### config.mk
export PLATFORM = sky130hd
export DESIGN_NAME = bcd_seq_adder
export DESIGN_NICKNAME = d
export VERILOG_FILES = /design/src/rtl/bcd_seq_adder.sv
export SDC_FILE = /design/constraint.sdc
export NUM_CORES = 1
export LEC_CHECK = 0
export BUFFER_PORTS_ARGS = -buffer_cell sky130_fd_sc_hd__buf_2
export CAP_MARGIN = 25
export CORE_UTILIZATION = 54
export DETAILED_ROUTE_END_ITERATION = 16
export GPL_TIMING_DRIVEN = 0
export PLACE_DENSITY = 0.89
export SYNTH_ARGS = -nofsm -noshare
export SYNTH_HDL_FRONTEND = slang
export SYNTH_SLANG_ARGS = --single-unit
### constraint.sdc
create_clock -name clk -period 5.3 [get_ports clk]
set_input_delay 1.06 -clock clk [delete_from_list [all_inputs] [get_ports clk]]
set_output_delay 1.06 -clock clk [all_outputs]
set_load 0.05 [all_outputs]
### src/rtl/bcd_seq_adder.sv
`default_nettype none
// ============================================================================
//  Module      : bcd_seq_adder
//  Description : Digit-serial BCD adder, one digit per clock, LSD first.
//                Optional subtraction (nines complement of B) when the
//                macro BCD_SUB_EN is defined.
//  Revision    : 1.0  initial release
// ============================================================================
module bcd_seq_adder #(
  parameter int DIGITS = 4
) (
  input  logic                clk,
  input  logic                rst,
  input  logic                start,
  input  logic [4*DIGITS-1:0] a,
  input  logic [4*DIGITS-1:0] b,
  input  logic                cin,
`ifdef BCD_SUB_EN
  input  logic                sub,
`endif
  output logic                busy,
  output logic                done,
  output logic [4*DIGITS-1:0] sum,
  output logic                cout,
  output logic                invalid
);

  localparam int              IDXW   = (DIGITS > 1) ? $clog2(DIGITS) : 1;
  localparam logic [IDXW-1:0] C_LAST = IDXW'(DIGITS - 1);

  typedef enum logic [1:0] {
    IDLE = 2'd0,
    RUN  = 2'd1,
    DONE = 2'd2
  } state_t;

  state_t              r_state;
  logic [IDXW-1:0]     r_idx;
  logic [4*DIGITS-1:0] r_a;
  logic [4*DIGITS-1:0] r_b;
  logic                r_c;
`ifdef BCD_SUB_EN
  logic                r_sub;
`endif

  logic [3:0] w_ad;
  logic [3:0] w_bd;
  logic [3:0] w_beff;
  logic [4:0] w_s;
  logic [3:0] w_digit;
  logic       w_carry;
  logic       w_bad;

  always_comb begin
    w_ad = '0;
    w_bd = '0;
    for (int i = 0; i < DIGITS; i++) begin
      if (r_idx == IDXW'(i)) begin
        w_ad = r_a[4*i +: 4];
        w_bd = r_b[4*i +: 4];
      end
    end
`ifdef BCD_SUB_EN
    w_beff = r_sub ? (4'd9 - w_bd) : w_bd;
`else
    w_beff = w_bd;
`endif
    // Max raw sum is 15+15+1 = 31, so five bits never overflow
    w_s     = {1'b0, w_ad} + {1'b0, w_beff} + {4'b0000, r_c};
    w_carry = (w_s > 5'd9);
    w_digit = w_carry ? 4'(w_s + 5'd6) : w_s[3:0];
    w_bad   = (w_ad > 4'd9) || (w_bd > 4'd9);
  end

  always_ff @(posedge clk) begin
    if (rst) begin
      r_state <= IDLE;
      r_idx   <= '0;
      sum     <= '0;
      cout    <= 1'b0;
      done    <= 1'b0;
      busy    <= 1'b0;
      invalid <= 1'b0;
    end else begin
      case (r_state)
        IDLE: begin
          if (start) begin
            r_a     <= a;
            r_b     <= b;
`ifdef BCD_SUB_EN
            r_sub   <= sub;
            r_c     <= sub ? 1'b1 : cin;
`else
            r_c     <= cin;
`endif
            sum     <= '0;
            cout    <= 1'b0;
            invalid <= 1'b0;
            r_idx   <= '0;
            busy    <= 1'b1;
            r_state <= RUN;
          end
        end
        RUN: begin
          for (int i = 0; i < DIGITS; i++) begin
            if (r_idx == IDXW'(i)) begin
              sum[4*i +: 4] <= w_digit;
            end
          end
          r_c <= w_carry;
          if (w_bad) begin
            invalid <= 1'b1;
          end
          if (r_idx == C_LAST) begin
            cout    <= w_carry;
            done    <= 1'b1;
            r_state <= DONE;
          end else begin
            r_idx <= r_idx + IDXW'(1);
          end
        end
        DONE: begin
          done    <= 1'b0;
          busy    <= 1'b0;
          r_state <= IDLE;
        end
        default: begin
          r_state <= IDLE;
        end
      endcase
    end
  end

endmodule
`default_nettype wire

# After elaboration in Yosys (flattened, before gate mapping)
# Cells that the tools add are included.
[totals]
reg_bits = 57
output_inout_bits = 20
elab_cells = 82
[classes]
n_bitwise = 1
n_addsub = 4
n_reduce_logical = 17
eq_ne = 12
magnitude_cmp = 3
mux = 32
[ops]
columns = ["cell", "count"]
rows = [
  ["$mux W4", 13],
  ["$pmux W16 S2", 1],
  ["$reduce_and A3 Y1", 8],
  ["$mux W16", 1],
  ["$ne A2 B2 Y1 const B", 7],
  ["$pmux W1 S2", 5],
  ["$gt A4 B4 Y1 const B", 2],
  ["$mux W2", 4],
  ["$pmux W2 S2", 2],
  ["$eq A2 B2 Y1 const B", 3],
  ["$mux W1", 6],
  ["$reduce_and A2 Y1", 3],
  ["$reduce_bool A2 Y1", 3],
  ["$add A4 B4 Y5", 1],
  ["$add A5 B1 Y5", 1],
  ["$gt A5 B4 Y1 const B", 1],
  ["$add A4 B3 Y4 const B", 1],
  ["$eq A2 B1 Y1 const B", 2],
  ["$logic_not A2 Y1", 2],
  ["$add A2 B1 Y2 const B", 1],
  ["$logic_or A1 B1 Y1", 1],
  ["$not A1 Y1", 1],
]

# Depth between registers and ports, before layout
[depth]
depth_word = 11
ltp_mapped = 16

# Worst setup path after synthesis
# No wires, ideal clock.
[synth_path]
path_type = "input port to flip-flop"
from = "in rst"
to = "reg r_a[0] (enable)"
setup_ns = 0.461
path_stages = 3
arrival_time_ns = 3.695
t_required_ns = 4.839
path_slack_ns = 1.144
path_buffers = 2
cell_sequence = "clkbuf_1 clkbuf_1 nor3_1"
[synth_between]
elab_chain_cells = 2
[synth_lines]
columns = ["element", "line_no", "text"]
rows = [
  ["start, declared", "13", "input logic rst,"],
  ["$not A1 Y1 (no source line)", "-", ""],
  ["$reduce_and A3 Y1 (no source line)", "-", ""],
  ["end signal, assigned", "88", "r_a <= a;"],
  ["end, declared", "39", "logic [4*DIGITS-1:0] r_a;"],
]
# Every way passes these cells.
# A chain may end at the register's enable or synchronous reset.

# Worst setup path in the final report
[layout_path]
from = "reg r_idx[1]"
to = "reg sum[14]"
[layout_between]
elab_chain_cells = 11
[layout_lines]
columns = ["element", "line_no", "text"]
rows = [
  ["start, declared", "38", "logic [IDXW-1:0] r_idx;"],
  ["start signal, assigned", "119", "r_idx <= r_idx + IDXW'(1);"],
  ["$logic_not A2 Y1", "58", "if (r_idx == IDXW'(i)) begin"],
  ["$mux W4 (4 in a row)", "58", ""],
  ["$add A4 B4 Y5", "69", "w_s = {1'b0, w_ad} + {1'b0, w_beff} + {4'b0000, r_c};"],
  ["$add A5 B1 Y5", "69", ""],
  ["$add A4 B3 Y4 / $gt A5 B4 Y1 (equally long branches)", "71, 70", ""],
  ["$mux W4", "71", "w_digit = w_carry ? 4'(w_s + 5'd6) : w_s[3:0];"],
  ["$mux W4", "106", "if (r_idx == IDXW'(i)) begin"],
  ["$pmux W16 S2", "85", "case (r_state)"],
  ["end signal, assigned by index", "107", "sum[4*i +: 4] <= w_digit;"],
  ["end, declared", "23", "output logic [4*DIGITS-1:0] sum,"],
]
# Parallel ways exist; a longest one is shown, timed or not. The select of a mux whose other input is x is not followed.

==> metrics.md <==
| Metric | Value |
|---|---|
| Min-Delay Path Class | `reg -> reg` |
| ANT cells | `0` |
| Placed wire-length estimate after detailed placement | `3720 microns` |
| Critical path's largest stage delay | `460 ps` |
| Number of global-route vias before repair | `1924` |
| Cell type with the highest occurrence count on the critical path | `sky130_fd_sc_hd__a21oi_1` |
| Headroom to the max-slew limit | `0.457` |
| Power Total | `1.21 mW` |
| Synth-to-layout area growth | `21.2%` |
| Startpoint kind of the worst setup timing path | `register` |
| Post-DR wirelength/cell | `between 10 and 15 microns` |
| Core area | `around 0.0045 sq mm` |
| Minimum clock period | `4350 ps` |
| Mean cell area of the mapped netlist | `around 11 sq um` |
| Result of the run | `finished, violations left` |
| Clock sink total | `57` |
| Total global-route track usage | `0.218` |
| Power density relative to cell area | `between 300 and 400 mW/mm^2` |
| Die W | `between 70 and 80 microns` |
| Clock skew after layout | `between 8 and 9 ps` |
| Yosys top cell by area | `sky130_fd_sc_hd__edfxtp_1` |
| Maximum level of the CTS H-tree | `3` |
| Synth area leaders | `sky130_fd_sc_hd__edfxtp_1 38%, sky130_fd_sc_hd__dfxtp_1 19%, sky130_fd_sc_hd__a21oi_1 4.6%` |
| Final slew viol count | `0` |
| Summed negative setup slack over all endpoints | `0 ps` |
| CP arrival | `approximately 4600 ps` |
| Synth Net Count | `around 290` |
| Post-route cell area | `between 0.003 and 0.004 sq mm` |
| Clock latency on the worst-skew pair | `between 300 and 400 ps` |
| Post-CTS sizing | `0` |
| # Post-CTS Setup Buffers | `0` |
| Buffer depth of the longest clock path | `2` |
| Worst Tran Pin Value | `approximately 800 ps` |
| Count of buffers from port buffering | `54` |
| Number of register bits inferred by synthesis | `57` |
| Core utilization of the finished layout | `0.702` |
| Most common library cells after synthesis | `33 x sky130_fd_sc_hd__edfxtp_1, 24 x sky130_fd_sc_hd__a21oi_1, 24 x sky130_fd_sc_hd__dfxtp_1` |
| Static leakage | `~1.3 nW` |
| Post-detailed-routing wire length | `~5200 microns` |
| Total via count in the routed design | `between 1500 and 2000` |
| Nature of the critical path endpoint | `register` |
| Async SR Flop Fraction | `0` |
| Number of synthesized flops with an enable pin | `33` |
| Die area | `0.00508 sq mm` |
| Antenna violations before repair | `0` |
| Detailed Routing Iterations Pass 1 | `10` |
| Yosys cell types | `42` |
| Number of primary I/O pins | `56` |
| Remaining design rule violation count | `5` |
| RSZ-0062 raised after global routing | `no` |
| Iteration-0 DRC count of the detailed router | `roughly 130` |
| Fill cells | `between 300 and 400` |
| Clk pin slew, worst setup/hold paths | `roughly 70 ps` |
| Worst-path maximum fanout | `10` |
| Leading register cell type out of synthesis | `sky130_fd_sc_hd__edfxtp_1` |
| Max Cap Violations | `0` |
| FMAX | `230 MHz` |
| Final Hold Violating Endpoints | `0` |
| Syn Std Cell Area | `between 0.002 and 0.003 sq mm` |
| Cell chain of the critical path | `inv_1 > ha_1 > clkbuf_1 > nand3b_1 > a21oi_1 > a21oi_1 > nor2_1 > a21oi_1 > fa_1 > fa_1 > xor2_1 > ha_1 > a22oi_1 > a311oi_4 > mux2_2 > o21ai_0` |
| Clock root buffer | `sky130_fd_sc_hd__clkbuf_8` |
| Global-route wire length before repair | `just over 8000 microns` |
| Yosys warnings | `0` |
| TritonCTS clock tree | `yes` |
| Routability-driven placement congestion ratio | `0.849` |
| Violations in the final reports | `DRC` |
| Post-detailed-route count of antenna-violating nets | `0` |
| Nets | `352` |
| Fraction of layout instances using a drive strength above 1 | `0.270` |
| Starting density of the core | `0.580` |
| Remaining Overflow, GRT | `0` |
| Total of hold buffers inserted after clock tree synthesis | `0` |
| Period Utilization, post-route | `0.820` |
| Vias per cell | `5.48` |
| Crit path buffers/inverters | `2` |
| Category of cells accounting for the largest share of critical-path delay | `adder cells` |
| Die Span Y | `71.3 microns` |
| Worst-path cell with the longest stage delay | `sky130_fd_sc_hd__fa_1` |
| Most frequent cell after synthesis | `sky130_fd_sc_hd__edfxtp_1` |
| CP required | `5560 ps` |
| Max VDD drop | `approximately 0.27 mV` |
| Number of core rows | `24` |
| Clock buffer count from CTS | `9` |
| Final number of setup-violating endpoints | `0` |
| Maximum number of pins on one net before global-route repair | `15` |
| Syn Inst Count | `between 200 and 250` |
| Post-synthesis sequential area ratio | `0.567` |
| Yosys top cell area share | `0.382` |
| Classification of the worst setup path | `reg -> reg` |
| Post-detailed-placement cell area | `0.00295 sq mm` |
-- per-layer routing --
metal,global-route usage,part of all wire,wire (microns)
met5,0,0,0
met3,0.0549,0.051,267
met2,0.360,0.50,2600
met4,0.164,0.027,142
met1,0.245,0.42,2180
-- path summary, 6_finish.rpt --
kind	end	slack [ps]	startpoint	cells past startpoint
hold / removal	cout	460	cout	2
setup reg to reg	sum[14]	950	r_idx[1]	16
setup / recovery	sum[14]	950	r_idx[1]	16
hold reg to reg	cout	460	cout	2
-- sequential cells by signal, summed over array words and instances, names as in the netlist --
signal,count
r_state,2
r_a,16
r_b,16
invalid,1
busy,1
done,1
r_c,1
r_idx,2
cout,1
sum,16
-- logic make-up (layout without fill, tap and decap cells) --
logic type / Yosys count / after routing / share of synthesized area
AO/OA/AOI/OAI: 69 / 69 / 0.177
AND/OR/NAND/NOR: 61 / 61 / 0.121
flip-flops: 57 / 57 / 0.567
buffers and inverters: 33 / 105 / 0.0478
adder cells (fa/ha/maj): 10 / 10 / 0.0540
multiplexers: 6 / 6 / 0.0236
XOR/XNOR: 3 / 3 / 0.0101
-- stage by stage --
| step | setup slack, ps | hold WS [ps] | cells |
|---|---|---|---|
| 2_1_floorplan | 1140 | 483 | 239 |
| 3_3_place_gp | 408 | 443 | 345 |
| 3_5_place_dp | 997 | 455 | 347 |
| 4_1_cts | 981 | 464 | 363 |
| 5_1_grt | 686 | 487 | 363 |
| 6_report | 954 | 463 | 363 |
-- area by class of cell --
class                           instances  area (sq um)  area share
Sequential cell                        57          1470       0.468
Multi-Input combinational cell        149          1000       0.319
Timing Repair Buffer                   56           289      0.0920
Clock buffer                           12           165      0.0525
Inverter                               22          82.6      0.0263
Tap cell                               52          65.1      0.0207
Buffer                                 11          41.3      0.0131
Clock inverter                          4          25.0     0.00796
-- power by group --
| part | switching (mW) | internal (mW) |
|---|---|---|
| combinational | 0.204 | 0.121 |
| sequential | 0.0109 | 0.498 |
| clock | 0.171 | 0.207 |
-- cells in the final DEF, fill, tap and decap left out, types with 2 or more instances in the layout --
master                     synthesis  layout
sky130_fd_sc_hd__nand3b_1          6       6
sky130_fd_sc_hd__fa_1              2       2
sky130_fd_sc_hd__a31o_1            3       3
sky130_fd_sc_hd__or2_2             2       2
sky130_fd_sc_hd__o32ai_1           6       6
sky130_fd_sc_hd__nand2_1          23      23
sky130_fd_sc_hd__o21ai_0          17      17
sky130_fd_sc_hd__ha_1              8       8
sky130_fd_sc_hd__clkbuf_8          0      12
sky130_fd_sc_hd__nor2_1           15      15
sky130_fd_sc_hd__inv_1            22      22
sky130_fd_sc_hd__buf_2             0      54
sky130_fd_sc_hd__edfxtp_1         33      33
sky130_fd_sc_hd__mux2i_1           5       5
sky130_fd_sc_hd__dfxtp_1          24      24
sky130_fd_sc_hd__and2b_2           2       2
sky130_fd_sc_hd__and3b_1           3       3
sky130_fd_sc_hd__a221oi_1          2       2
sky130_fd_sc_hd__clkinv_2          0       2
sky130_fd_sc_hd__clkbuf_1         11      11
sky130_fd_sc_hd__a21oi_1          24      24
sky130_fd_sc_hd__a22oi_1           3       3
sky130_fd_sc_hd__xor2_1            2       2
sky130_fd_sc_hd__nor3_1            3       2
sky130_fd_sc_hd__nor3b_1           3       3
-- worst min-delay path, cell delays in order, from the launching register on --
cell,delay [ps]
sky130_fd_sc_hd__dfxtp_1,310
sky130_fd_sc_hd__nand2_1,50
sky130_fd_sc_hd__a21oi_1,50
Note: power is estimated with default switching activity, not from simulation.
